===== src/rtl/mix_columns_engine.sv =====
// AES MixColumns / InvMixColumns engine: accepts one 128-bit state, transforms
// COLS_PER_CYCLE columns per clock in place, then presents the result.
module mix_columns_engine #(
  parameter int COLS_PER_CYCLE = 1,
  parameter bit INV_EN         = 1'b1
) (
  input  logic         clk,
  input  logic         rst,
  input  logic         in_valid,
  output logic         in_ready,
  input  logic         in_inv,
  input  logic [127:0] in_data,
  output logic         out_valid,
  input  logic         out_ready,
  output logic [127:0] out_data,
  output logic         out_inv,
  output logic [1:0]   dbg_state
);

  // Handshake: a transfer happens on a rising edge where valid & ready are both 1;
  // valid never waits on ready, and payload is held stable while valid & !ready.

  generate
    if (!(COLS_PER_CYCLE == 1 || COLS_PER_CYCLE == 2 || COLS_PER_CYCLE == 4)) begin : g_bad_cpc
      $error("mix_columns_engine: COLS_PER_CYCLE must be 1, 2 or 4");
    end
  endgenerate

  typedef enum logic [1:0] {
    IDLE = 2'd0,
    BUSY = 2'd1,
    DONE = 2'd2
  } state_t;

  localparam logic [1:0] COL_STEP = 2'(COLS_PER_CYCLE);
  localparam logic [1:0] LAST_COL = 2'(4 - COLS_PER_CYCLE);

  state_t       state, state_n;
  logic [127:0] data, data_n, stepped;
  logic         inv, inv_n;
  logic [1:0]   col, col_n;
  logic [1:0]   c;

  function automatic logic [7:0] xt(input logic [7:0] b);
    return {b[6:0], 1'b0} ^ (b[7] ? 8'h1b : 8'h00);
  endfunction

  function automatic logic [31:0] mix_col(input logic [31:0] cin, input logic inv_mode);
    logic [7:0]  a  [4];
    logic [7:0]  x2 [4];
    logic [7:0]  x4 [4];
    logic [7:0]  x8 [4];
    logic [31:0] res;
    for (int i = 0; i < 4; i++) begin
      a[i]  = cin[31-8*i -: 8];
      x2[i] = xt(a[i]);
      x4[i] = xt(x2[i]);
      x8[i] = xt(x4[i]);
    end
    res = '0;
    // Row r uses coefficients rotated right by r: fwd {2,3,1,1}, inv {e,b,d,9}.
    for (int r = 0; r < 4; r++) begin
      if (!inv_mode)
        res[31-8*r -: 8] = x2[r] ^ x2[(r+1)%4] ^ a[(r+1)%4] ^ a[(r+2)%4] ^ a[(r+3)%4];
      else
        res[31-8*r -: 8] = (x8[r] ^ x4[r] ^ x2[r])
                         ^ (x8[(r+1)%4] ^ x2[(r+1)%4] ^ a[(r+1)%4])
                         ^ (x8[(r+2)%4] ^ x4[(r+2)%4] ^ a[(r+2)%4])
                         ^ (x8[(r+3)%4] ^ a[(r+3)%4]);
    end
    return res;
  endfunction

  always_comb begin
    stepped = data;
    c       = '0;
    for (int k = 0; k < COLS_PER_CYCLE; k++) begin
      c = col + 2'(k);
      stepped[(3 - int'(c)) * 32 +: 32] = mix_col(data[(3 - int'(c)) * 32 +: 32], inv);
    end
  end

  always_ff @(posedge clk) begin
    if (rst) begin
      state <= IDLE;
      data  <= '0;
      inv   <= 1'b0;
      col   <= '0;
    end else begin
      state <= state_n;
      data  <= data_n;
      inv   <= inv_n;
      col   <= col_n;
    end
  end

  always_comb begin
    state_n = state;
    data_n  = data;
    inv_n   = inv;
    col_n   = col;
    case (state)
      IDLE: begin
        if (in_valid) begin
          state_n = BUSY;
          data_n  = in_data;
          inv_n   = in_inv & INV_EN;
          col_n   = '0;
        end
      end
      BUSY: begin
        data_n = stepped;
        col_n  = col + COL_STEP;
        if (col == LAST_COL) state_n = DONE;
      end
      DONE: begin
        if (out_ready) begin
          if (in_valid) begin
            // Result leaves and the next operand enters on the same edge.
            state_n = BUSY;
            data_n  = in_data;
            inv_n   = in_inv & INV_EN;
            col_n   = '0;
          end else begin
            state_n = IDLE;
          end
        end
      end
      default: state_n = IDLE;
    endcase
  end

  assign in_ready  = (state == IDLE) | ((state == DONE) & out_ready);
  assign out_valid = (state == DONE);
  assign out_data  = data;
  assign out_inv   = inv;
  assign dbg_state = state;

endmodule


===== config.mk =====
export PLATFORM = sky130hd
export DESIGN_NAME = mix_columns_engine
export DESIGN_NICKNAME = d
export VERILOG_FILES = /design/src/rtl/mix_columns_engine.sv
export SDC_FILE = /design/constraint.sdc
export NUM_CORES = 1
export LEC_CHECK = 0
export CORE_MARGIN = 5
export CORE_UTILIZATION = 31
export CTS_CLUSTER_SIZE = 16
export DETAILED_ROUTE_END_ITERATION = 16
export DONT_BUFFER_PORTS = 1
export SLEW_MARGIN = 10
export SYNTH_ARGS = -nofsm -noshare
export SYNTH_HDL_FRONTEND = slang
export SYNTH_SLANG_ARGS = --single-unit
export TNS_END_PERCENT = 20

===== constraint.sdc =====
create_clock -name clk -period 3.8 [get_ports clk]
set_input_delay 0.57 -clock clk [delete_from_list [all_inputs] [get_ports clk]]
set_output_delay 0.57 -clock clk [all_outputs]
set_load 0.03 [all_outputs]

==> summary.txt, run 1 <==
Outcome
  – Outcome: finished, final reports clean

Synthesis
  – Cell area after synthesis: 0.009007 mm²
  – Seq/Total Area, Yosys: 0.2956
  – Ys async rst share: 0
  – Ys Warns: 0
  – Count of cell types in the netlist: 50
  – Number of synthesized register bits: 133
  – Synth Net Count: 1,080
  – Ys flop type: dfxtp_1
  – Post-Syn Instances: 943
  – Syn_area_per_cell: 9.552 µm²
  – Post-synth EDFFs: 0

Critical path
  – R2R Setup Slk: 0.33 ns
  – Slowest library cell on the worst path: mux4_2
  – Crit Path Class: flip-flop to flip-flop
  – Crit start category: flip-flop
  – CP Max Fanout: 28
  – CP peak stage delay: 0.68 ns
  – Worst path arrival time: 3.82 ns
  – Crit-path cells: buf_12 > mux4_2 > xor2_1 > xnor3_2 > xnor3_1 > nand2b_1 > xnor2_1 > a221oi_1 > nor3_1
  – Crit end category: flip-flop
  – CP required: 4.15 ns

Routing
  – Pre-antenna DRT Iters: 5
  – DRT iter0 DRCs: 776
  – Via density: 5.924
  – Routed WL: 36,000 µm
  – Via count: 7,802
  – Final ANT Viol Nets: 0
  – Residual DRC: 0
  – Drt wl/cell: 27.34 µm

Power
  – Part of the power in combinational logic: 0.561
  – Internal power: 4.972 mW
  – LEAKAGE: 3.674 nW
  – Clock power frac: 0.198
  – Tot Pwr: 8.845 mW
  – Sw frac: 0.4378
  – NetSw: 3.872 mW
  – Sequential share of power: 0.240
  – Peak VDD IR: 532.2 µV
  – Cell area power density: 879.8 mW/mm²

Clock tree
  – # resized after CTS: 0
  – Clk_lat worst skew: 0.43 ns
  – Clock Tree Buf Depth: 2
  – Setup Fix Bufs, Post-CTS: 0
  – TritonCTS Sinks: 133
  – Cts-stage hold buffer count: 0
  – Root Driver: clkbuf_16
  – Clock slew at reported path FFs: 0.07 ns
  – Inserted Clock Buffers: 17
  – CTS H-tree depth: 4
  – CTS tree: done

Die
  – Row count: 62
  – # IOs: 266
  – Chip width: 180.5 µm
  – Die H: 180.5 µm
  – CORE AREA: 0.02870 mm²
  – Initial Util: 0.3138
  – DIE AREA: 0.03257 mm²

Job
  – Max-cap violations: 0

STA
  – Final total negative setup slack: 0 ns
  – Max Clk Rate: 287.8 MHz
  – Fin crit period: 3.474 ns
  – RSZ-0062 raised after global routing: false
  – Relative slew slack: 0.4472
  – Max-slew violation count: 0
  – Final setup skew: 0.01860 ns
  – Final period util: 0.9143
  – Slew @ Worst Pin: 0.8292 ns
  – Final hold vios: 0
  – Hold Slack: 0.2478 ns
  – Final setup viols: 0

Layout
  – # fillers: 2,937
  – Area added between synthesis and finish: 11.61%
  – Final nets: 1,054
  – Layout cell share with drive strength beyond 1: 0.1538

Global routing
  – GR met1 Demand/Resource: 0.2495
  – Initial antenna violation count: 3
  – GR Layer Usage met2: 0.3584
  – GRT Util Overall: 0.2124
  – Gr busiest metal: met2
  – GRT overflow: 0
  – Met3 GRT Util: 0.07025
  – Vias in the first global route: 7,573
  – Global-route wire length before repair: 53,000 µm
  – Pin count of the biggest net entering global routing: 146

Placement
  – Number of port buffers: 0
  – RD Place Congestion: 0.9465
  – Post-DP HPWL: 26,910 µm

Worst hold path
  – Worst hold path type: primary input to flip-flop
flip-flops by register name, summed over array words and instances, names as in the netlist:
name,count
dbg_state,2
out_inv,1
out_data,128
col,2
logic make-up (layout without fill, tap and decap cells):
family                   after synthesis  in the layout  share of synthesized area
flip-flops                           133            133                     0.2956
other                                  0              3                          0
multiplexers                          37             37                    0.08904
AO/OA/AOI/OAI                        211            211                     0.1731
buffers and inverters                 91             78                    0.05056
adder cells (fa/ha/maj)                4              4                   0.005557
AND/OR/NAND/NOR                      269            269                     0.1381
XOR/XNOR                             198            198                     0.2481
cell type report:
cell class	count	area, µm²	area share
Tap cell	384	480.5	0.04779
Antenna cell	3	7.507	0.0007467
Timing Repair Buffer	41	320.3	0.03186
Inverter	5	18.77	0.001867
Sequential cell	133	2665	0.2651
Clock inverter	13	170.2	0.01693
Multi-Input combinational cell	719	5948	0.5917
Clock buffer	19	442.9	0.04406
per-layer routing:
metal / up-vias / wire [µm]
met5: - / 19
met1: 3827 / 12970
met4: 2 / 1379
met3: 91 / 3647
met2: 465 / 17990
li1: 3417 / -
Yosys cell counts, types with 6 or more instances:
master,number,share of area
a211oi_1,20,0.017
a21oi_1,44,0.024
a221oi_1,78,0.076
a2bb2oi_1,12,0.012
and3_1,6,0.0042
buf_4,6,0.0050
buf_6,7,0.0088
clkbuf_1,64,0.027
dfxtp_1,133,0.30
mux4_2,32,0.080
nand2_1,18,0.0075
nand2b_1,11,0.0076
nor2_1,127,0.053
nor3_1,88,0.049
o21a_1,12,0.010
o21ai_0,16,0.0089
o21ai_1,6,0.0033
o32ai_1,7,0.0068
xnor2_1,118,0.11
xnor2_2,12,0.022
xnor3_1,16,0.040
xor2_1,40,0.039
power by group through the flow:
stage | logic [mW] | registers (mW) | clock network (mW)
finish | 4.97 | 2.13 | 1.75
global route | 5.25 | 2.14 | 1.83
CTS | 4.92 | 2.13 | 1.77
detailed placement | 4.89 | 2.16 | 0
global placement | 4.85 | 2.16 | 0
floorplan | 3.84 | 2.05 | 0
worst paths after layout:
path	startpoint	end	cells past startpoint
max	col[0]	out_data[20]	9
min	rst	out_data[77]	1
max reg2reg	col[0]	out_data[20]	9
min reg2reg	col[0]	col[0]	3
cells in the final DEF, fill, tap and decap left out, drive strengths merged, types with 5 or more instances in the layout:
cell type	n
nor2	127
xnor2	134
o21a	12
a2bb2oi	12
a211oi	20
mux4	32
a21oi	44
nor3b	8
xor2	41
clkbuf	19
inv	9
xor3	5
o32ai	7
o21ai	22
buf	41
nand2	18
and3	6
xnor3	18
nor3	88
dfxtp	133
a221oi	80
nand2b	11
critical path, delay by kind of cell, from the launching register on:
kind	cells	cell delay, ns
multiplexers	1	0.68
XOR/XNOR	4	1.55
buffers and inverters	1	0.23
AO/OA/AOI/OAI	1	0.14
AND/OR/NAND/NOR	2	0.38
flip-flops	1	0.36
per-stage QoR:
stage | cells | utilization | setup slack (ns) | area, µm²
4_1_cts | 1314 | 0.3500 | 0.3285 | 10050
2_1_floorplan | 943 | - | 0.6194 | 9007
3_5_place_dp | 1282 | 0.3286 | 0.3544 | 9433
5_1_grt | 1317 | 0.3503 | 0.1266 | 10050
3_3_place_gp | 1282 | 0.3286 | 0.3942 | 9433
6_report | 1317 | 0.3503 | 0.3258 | 10050
Power figures use the tool's default switching activity.
==> run 2: changes to the inputs <==
--- a/config.mk
+++ b/config.mk
@@ -9,7 +9,7 @@
 export CORE_UTILIZATION = 31
 export CTS_CLUSTER_SIZE = 16
 export DETAILED_ROUTE_END_ITERATION = 16
-export DONT_BUFFER_PORTS = 1
+export PLACE_DENSITY = 0.54
 export SLEW_MARGIN = 10
 export SYNTH_ARGS = -nofsm -noshare
 export SYNTH_HDL_FRONTEND = slang
==> run 2 against run 1 <==
Cell count grew 21%. Via count grew 12%. Register-to-register slack lost 0.03 ns. Wire length grew 13%. Critical path depth grew 1. First-iteration DRC count grew 0.64%. Utilization grew 9.7 points. Flip-flop and latch count is the same. Combinational power grew 24%. Hold slack gained 0.26 ns. Die area is the same.
==> summary.txt, run 2 (synthesized netlist as in run 1, its figures left out) <==
Clock tree
  – Cts-stage hold buffer count: 0 (unchanged)
  – CTS tree: done (unchanged)
  – Setup Fix Bufs, Post-CTS: 0 (unchanged)
  – Clk_lat worst skew: 0.43 ns (about the same)
  – Root Driver: clkbuf_16 (unchanged)
  – TritonCTS Sinks: 133 (unchanged)
  – # resized after CTS: 0 (unchanged)
  – Inserted Clock Buffers: 17 (unchanged)
  – CTS H-tree depth: 4 (unchanged)
  – Clock slew at reported path FFs: 0.07 ns (about the same)
  – Clock Tree Buf Depth: 2 (unchanged)

Layout
  – Final nets: 1,328 (was 1,054)
  – Multi-input logic area: 0.005948 mm² (unchanged)
  – # fillers: 2,753 (was 2,937)
  – Layout cell share with drive strength beyond 1: 0.1279 (was 0.1538)
  – Max reg flops: 128 (unchanged)
  – Area added between synthesis and finish: 42.49% (was 11.61%)
  – Register area: 0.002665 mm² (unchanged)
  – Commonest non-fill, non-tap cell in the layout: clkdlybuf4s50_1 (was dfxtp_1)
  – Ant. Diodes: 0 (was 3)
  – Most frequent cells in the layout: 264 x clkdlybuf4s50_1, 131 x dfxtp_1, 127 x nor2_1, 118 x xnor2_1, 88 x nor3_1 (was 131 x dfxtp_1, 127 x nor2_1, 118 x xnor2_1, 88 x nor3_1, 78 x a221oi_1)

Routing
  – Pre-antenna DRT Iters: 5 (unchanged)
  – Via density: 5.527 (was 5.924)
  – Drt wl/cell: 25.55 µm (was 27.34 µm)
  – Final ANT Viol Nets: 0 (unchanged)
  – Via count: 8,777 (was 7,802)
  – Routed WL: 40,580 µm (was 36,000 µm)
  – DRT iter0 DRCs: 781 (was 776)
  – Residual DRC: 0 (unchanged)

Global routing
  – Pin count of the biggest net entering global routing: 88 (was 146)
  – Initial antenna violation count: 0 (was 3)
  – Global-route wire length before repair: 60,110 µm (was 53,000 µm)
  – GRT Util Overall: 0.2411 (was 0.2124)
  – GRT overflow: 0 (unchanged)
  – Vias in the first global route: 9,088 (was 7,573)

Critical path
  – CP peak stage delay: 0.70 ns (was 0.68 ns)
  – Worst reg2reg path startpoint: col[0] (unchanged)
  – Reg2Reg Depth: 10 (was 9)
  – R2R Setup Slk: 0.30 ns (was 0.33 ns)
  – Worst path arrival time: 3.78 ns (was 3.82 ns)
  – Crit end category: flip-flop (unchanged)
  – Reg-to-reg endpoint: out_data[37] (was out_data[20])
  – CP required: 4.08 ns (was 4.15 ns)
  – Crit start category: flip-flop (unchanged)
  – CP Max Fanout: 20 (was 28)
  – Crit-path cells: buf_12 > mux4_2 > buf_4 > xor2_1 > buf_4 > xnor2_1 > xnor3_1 > nand2_1 > xnor2_1 > o32ai_1 (was buf_12 > mux4_2 > xor2_1 > xnor3_2 > xnor3_1 > nand2b_1 > xnor2_1 > a221oi_1 > nor3_1)
  – Crit Path Class: flip-flop to flip-flop (unchanged)
  – Slowest library cell on the worst path: mux4_2 (unchanged)

STA
  – Max Clk Rate: 285.4 MHz (was 287.8 MHz)
  – Slew @ Worst Pin: 1.061 ns (was 0.8292 ns)
  – Hold Slack: 0.5087 ns (was 0.2478 ns)
  – Final period util: 0.9221 (was 0.9143)
  – Relative slew slack: 0.2925 (was 0.4472)
  – Max-slew violation count: 0 (unchanged)
  – Final setup skew: 0.01631 ns (was 0.01860 ns)
  – Final setup viols: 0 (unchanged)
  – Fin crit period: 3.504 ns (was 3.474 ns)
  – RSZ-0062 raised after global routing: false (unchanged)
  – Final total negative setup slack: 0 ns (unchanged)
  – Final hold vios: 0 (unchanged)

Power
  – NetSw: 4.151 mW (was 3.872 mW)
  – LEAKAGE: 4.746 nW (was 3.674 nW)
  – Cell area power density: 760.1 mW/mm² (was 879.8 mW/mm²)
  – Peak VDD IR: 367.6 µV (was 532.2 µV)
  – Sequential share of power: 0.179 (was 0.240)
  – Internal power: 5.606 mW (was 4.972 mW)
  – Sw frac: 0.4254 (was 0.4378)
  – Part of the power in combinational logic: 0.629 (was 0.561)
  – Clock power frac: 0.191 (was 0.198)

Worst hold path
  – Min-Delay Path Depth: 2 (was 1)
  – Worst hold path type: flip-flop to flip-flop (was primary input to flip-flop)
  – Hold path startpoint: out_data[44] (was rst)
  – Hold Crit Endpoint: out_data[44] (was out_data[77])

Die
  – Initial Util: 0.3138 (unchanged)
  – Chip width: 180.5 µm (unchanged)
  – # IOs: 266 (unchanged)
  – Die H: 180.5 µm (unchanged)
  – CORE AREA: 0.02870 mm² (unchanged)
  – Row count: 62 (unchanged)
  – DIE AREA: 0.03257 mm² (unchanged)

Placement
  – Number of port buffers: 265 (was 0)
  – Post-DP HPWL: 29,850 µm (was 26,910 µm)
  – RD Place Congestion: 0.9089 (was 0.9465)

Job
  – Max-cap violations: 0 (unchanged)

Outcome
  – Outcome: finished, final reports clean (unchanged)
## run 2: changes by cell type in the layout (fill, tap and decap cells not counted)
cell and delta:
bufinv_16 +1, clkinv_4 +1, clkbuf_1 -1, clkdlybuf4s50_1 +264
clkbuf_8 +1, buf_12 +3, buf_4 +7, clkinvlp_4 -2
diode_2 -3
## run 2: worst max path at each step
stage	start	endpoint	slack (ns)	depth (start not counted)
2_1_floorplan	col[0]	out_data[2]	0.62	12
3_3_place_gp	col[1]	out_data[108]	0.32	9
3_5_place_dp	col[0]	out_data[44]	0.33	10
4_1_cts	col[0]	out_data[44]	0.32	10
5_1_grt	col[0]	out_data[44]	0.11	10
6_report	col[0]	out_data[37]	0.30	10
## run 2: routing by layer
metal / routed length, µm / GRT usage / vias to the layer above
li1: - / - / 3948
met1: 17200 / 0.3254 / 4345
met2: 19530 / 0.3946 / 427
met3: 2957 / 0.04744 / 57
met4: 893 / 0.06806 / 0
met5: 0 / 0 / -
## run 2: layout make-up
type                       count  area share
inverter                       5    0.001462
clock buffer                  19     0.03529
sequential                   133      0.2076
multi-input combinational    719      0.4634
clock inverter                13     0.01511
tap                          384     0.03743
timing repair buffer         315      0.2396
## run 2: power by group through the flow
stage / Clock, mW / Combinational (mW) / Sequential [mW]
global route: 1.95 / 6.45 / 1.77
floorplan: 0 / 3.84 / 2.05
CTS: 1.89 / 6.09 / 1.75
detailed placement: 0 / 6.05 / 1.78
global placement: 0 / 6.06 / 1.78
finish: 1.87 / 6.14 / 1.75
## run 2: worst max-delay path: cells and delay by family, from the launching register on
family,cells,cell delay [ns]
xor gates and xnor gates,4,1.34
buffers and inverters,3,0.70
muxes,1,0.70
DFF,1,0.37
AOI/OAI and AO/OA,1,0.16
and+or+nand+nor,1,0.07
## run 2: per-stage QoR
| stage | util | worst slack (ns) | area, µm² | power, mW | std cells |
|---|---|---|---|---|---|
| after floorplan | - | 0.6194 | 9007 | 5.888 | 943 |
| after global placement | 0.4246 | 0.3175 | 12190 | 7.842 | 1556 |
| after detailed placement | 0.4246 | 0.3300 | 12190 | 7.824 | 1556 |
| after CTS | 0.4472 | 0.3160 | 12830 | 9.730 | 1588 |
| after global routing | 0.4472 | 0.1060 | 12830 | 10.17 | 1588 |
| final | 0.4472 | 0.2958 | 12830 | 9.756 | 1588 |
==> run 3: changes to the inputs <==
==> constraint.sdc (replaced) <==
create_clock -name clk -period 3.5 [get_ports clk]
set_input_delay 0.525 -clock clk [delete_from_list [all_inputs] [get_ports clk]]
set_output_delay 0.525 -clock clk [all_outputs]
set_load 0.03 [all_outputs]
==> run 3 against run 2 <==
Utilization increased by 0.76 points. Count of clock-buffer cells in the layout decreased by 2. Highest routed layer unchanged. Largest cell class unchanged. Setup slack got worse by 0.17 ns. Critical path type unchanged. Die area unchanged.
==> summary.txt, run 3 (synthesized netlist as in run 1, its figures left out) <==
Layout
  – Area added between synthesis and finish: 44.91% (was 42.49%)
  – Layout cell share with drive strength beyond 1: 0.1449 (was 0.1279)
  – Post-layout util: 0.4548 (was 0.4472)
  – Most frequent cells in the layout: 264 x clkdlybuf4s50_1, 131 x dfxtp_1, 127 x nor2_1, 114 x xnor2_1, 88 x nor3_1 (was 264 x clkdlybuf4s50_1, 131 x dfxtp_1, 127 x nor2_1, 118 x xnor2_1, 88 x nor3_1)
  – Non-Filler Instances: 1,600 (was 1,588)
  – Commonest non-fill, non-tap cell in the layout: clkdlybuf4s50_1 (unchanged)
  – Final nets: 1,339 (was 1,328)
  – Multi-input logic area: 0.006032 mm² (was 0.005948 mm²)
  – # fillers: 2,746 (was 2,753)
  – Design area: 0.01305 mm² (was 0.01283 mm²)
  – Register area: 0.002668 mm² (was 0.002665 mm²)
  – Max reg flops: 128 (unchanged)

Power
  – Tot Pwr: 10.77 mW (was 9.756 mW)
  – Cell area power density: 824.9 mW/mm² (was 760.1 mW/mm²)
  – LEAKAGE: 4.845 nW (was 4.746 nW)
  – Peak VDD IR: 425.0 µV (was 367.6 µV)

Clock tree
  – Clk_lat worst skew: 0.43 ns (about the same)
  – CTS tree: done (unchanged)
  – TritonCTS Sinks: 133 (unchanged)
  – Clock slew at reported path FFs: 0.07 ns (about the same)
  – Inserted Clock Buffers: 17 (unchanged)
  – CTS H-tree depth: 4 (unchanged)
  – Cts-stage hold buffer count: 0 (unchanged)
  – Root Driver: clkbuf_16 (unchanged)
  – Clock Tree Buf Depth: 2 (unchanged)

Worst hold path
  – Hold path startpoint: rst (was out_data[44])
  – Worst hold path type: primary input to flip-flop (was flip-flop to flip-flop)

Global routing
  – Initial antenna violation count: 1 (was 0)
  – GRT Util Overall: 0.2417 (was 0.2411)
  – Vias in the first global route: 9,088 (unchanged)
  – Global-route wire length before repair: 60,130 µm (was 60,110 µm)
  – Pin count of the biggest net entering global routing: 87 (was 88)
  – GRT overflow: 0 (unchanged)

Routing
  – Pre-antenna DRT Iters: 5 (unchanged)
  – Drt wl/cell: 25.54 µm (was 25.55 µm)
  – Final ANT Viol Nets: 0 (unchanged)
  – Residual DRC: 0 (unchanged)
  – Via count: 8,792 (was 8,777)
  – Routed WL: 40,860 µm (was 40,580 µm)
  – DRT iter0 DRCs: 786 (was 781)
  – Via density: 5.495 (was 5.527)

Placement
  – Setup WS pre-CTS: 0.03713 ns (was 0.3300 ns)
  – Placed cell areas: 0.01230 mm² (was 0.01219 mm²)
  – RD Place Congestion: 0.9053 (was 0.9089)
  – Post-DP HPWL: 30,610 µm (was 29,850 µm)
  – Number of port buffers: 265 (unchanged)
  – Inst Count DP: 1,562 (was 1,556)

Critical path
  – CP startpoint: col[0] (unchanged)
  – CP Max Fanout: 14 (was 20)
  – R2R Setup Slk: 0.13 ns (was 0.30 ns)
  – CP peak stage delay: 0.61 ns (was 0.70 ns)
  – Crit-path cells: buf_12 > mux4_2 > buf_4 > xnor2_2 > buf_4 > xnor2_1 > xnor3_1 > nand2_1 > xnor2_1 > nand2b_1 > a211oi_1 (was buf_12 > mux4_2 > buf_4 > xor2_1 > buf_4 > xnor2_1 > xnor3_1 > nand2_1 > xnor2_1 > o32ai_1)
  – Crit start category: flip-flop (unchanged)
  – CP required: 3.83 ns (was 4.08 ns)
  – Worst reg2reg path startpoint: col[0] (unchanged)
  – Slowest library cell on the worst path: mux4_2 (unchanged)
  – Crit end category: flip-flop (unchanged)
  – Worst path arrival time: 3.71 ns (was 3.78 ns)
  – Crit Path Class: flip-flop to flip-flop (unchanged)

STA
  – Fin crit period: 3.372 ns (was 3.504 ns)
  – Final period util: 0.9636 (was 0.9221)
  – Relative slew slack: 0.3891 (was 0.2925)
  – Max Clk Rate: 296.5 MHz (was 285.4 MHz)
  – Final total negative setup slack: 0 ns (unchanged)
  – Final hold vios: 0 (unchanged)
  – Final setup skew: 0.01322 ns (was 0.01631 ns)
  – Max-slew violation count: 0 (unchanged)
  – Final WS setup: 0.1275 ns (was 0.2958 ns)
  – Slew @ Worst Pin: 0.9130 ns (was 1.061 ns)
  – RSZ-0062 raised after global routing: false (unchanged)
  – Hold Slack: 0.4865 ns (was 0.5087 ns)
  – Final setup viols: 0 (unchanged)

Die
  – Die H: 180.5 µm (unchanged)
  – CORE AREA: 0.02870 mm² (unchanged)
  – DIE AREA: 0.03257 mm² (unchanged)
  – Chip width: 180.5 µm (unchanged)
  – Initial Util: 0.3138 (unchanged)
  – # IOs: 266 (unchanged)
  – Row count: 62 (unchanged)

Outcome
  – Outcome: finished, final reports clean (unchanged)

Job
  – Max-cap violations: 0 (unchanged)
## run 3: cell type report
type | instances | share of cell area
Clock buffer | 17 | 0.03259
Sequential cell | 133 | 0.2044
Timing Repair Buffer | 326 | 0.2470
Tap cell | 384 | 0.03681
Inverter | 5 | 0.001438
Clock inverter | 15 | 0.01543
Antenna cell | 1 | 0.0001917
Multi-Input combinational cell | 719 | 0.4621
## run 3: worst max-delay path: cells and delay by family, from the launching register on
family	cells	cell delay, ns
mux	1	0.61
compound gates	1	0.22
buf+inv	3	0.53
xor+xnor	4	1.16
simple gates	2	0.35
flops	1	0.39
## run 3: worst paths after layout
path,cells after the start,end
worst max-delay path,11,out_data[51]
worst min-delay path,2,out_inv
worst max register to register,11,out_data[51]
worst min register to register,2,out_data[8]
## run 3: routing by layer
| layer | vias to the layer above | global-route usage | part of all wire |
|---|---|---|---|
| met2 | 406 | 0.4016 | 0.48 |
| li1 | 3971 | - | - |
| met4 | 0 | 0.07441 | 0.025 |
| met5 | - | 0 | 0 |
| met3 | 60 | 0.04744 | 0.067 |
| met1 | 4355 | 0.3188 | 0.42 |
## run 3: report_power, final
| group | total (mW) | switching (mW) | internal [mW] |
|---|---|---|---|
| Sequential | 1.91 | 0.203 | 1.71 |
| Combinational | 6.88 | 3.62 | 3.26 |
| Clock | 1.98 | 0.780 | 1.20 |
| Total | 10.8 | 4.60 | 6.17 |
## run 3: what timing repair did
action | CTS | global route
buffers inserted | 0 | 5
endpoints found under the setup margin | 0 | 30
gates resized for setup | 0 | 15
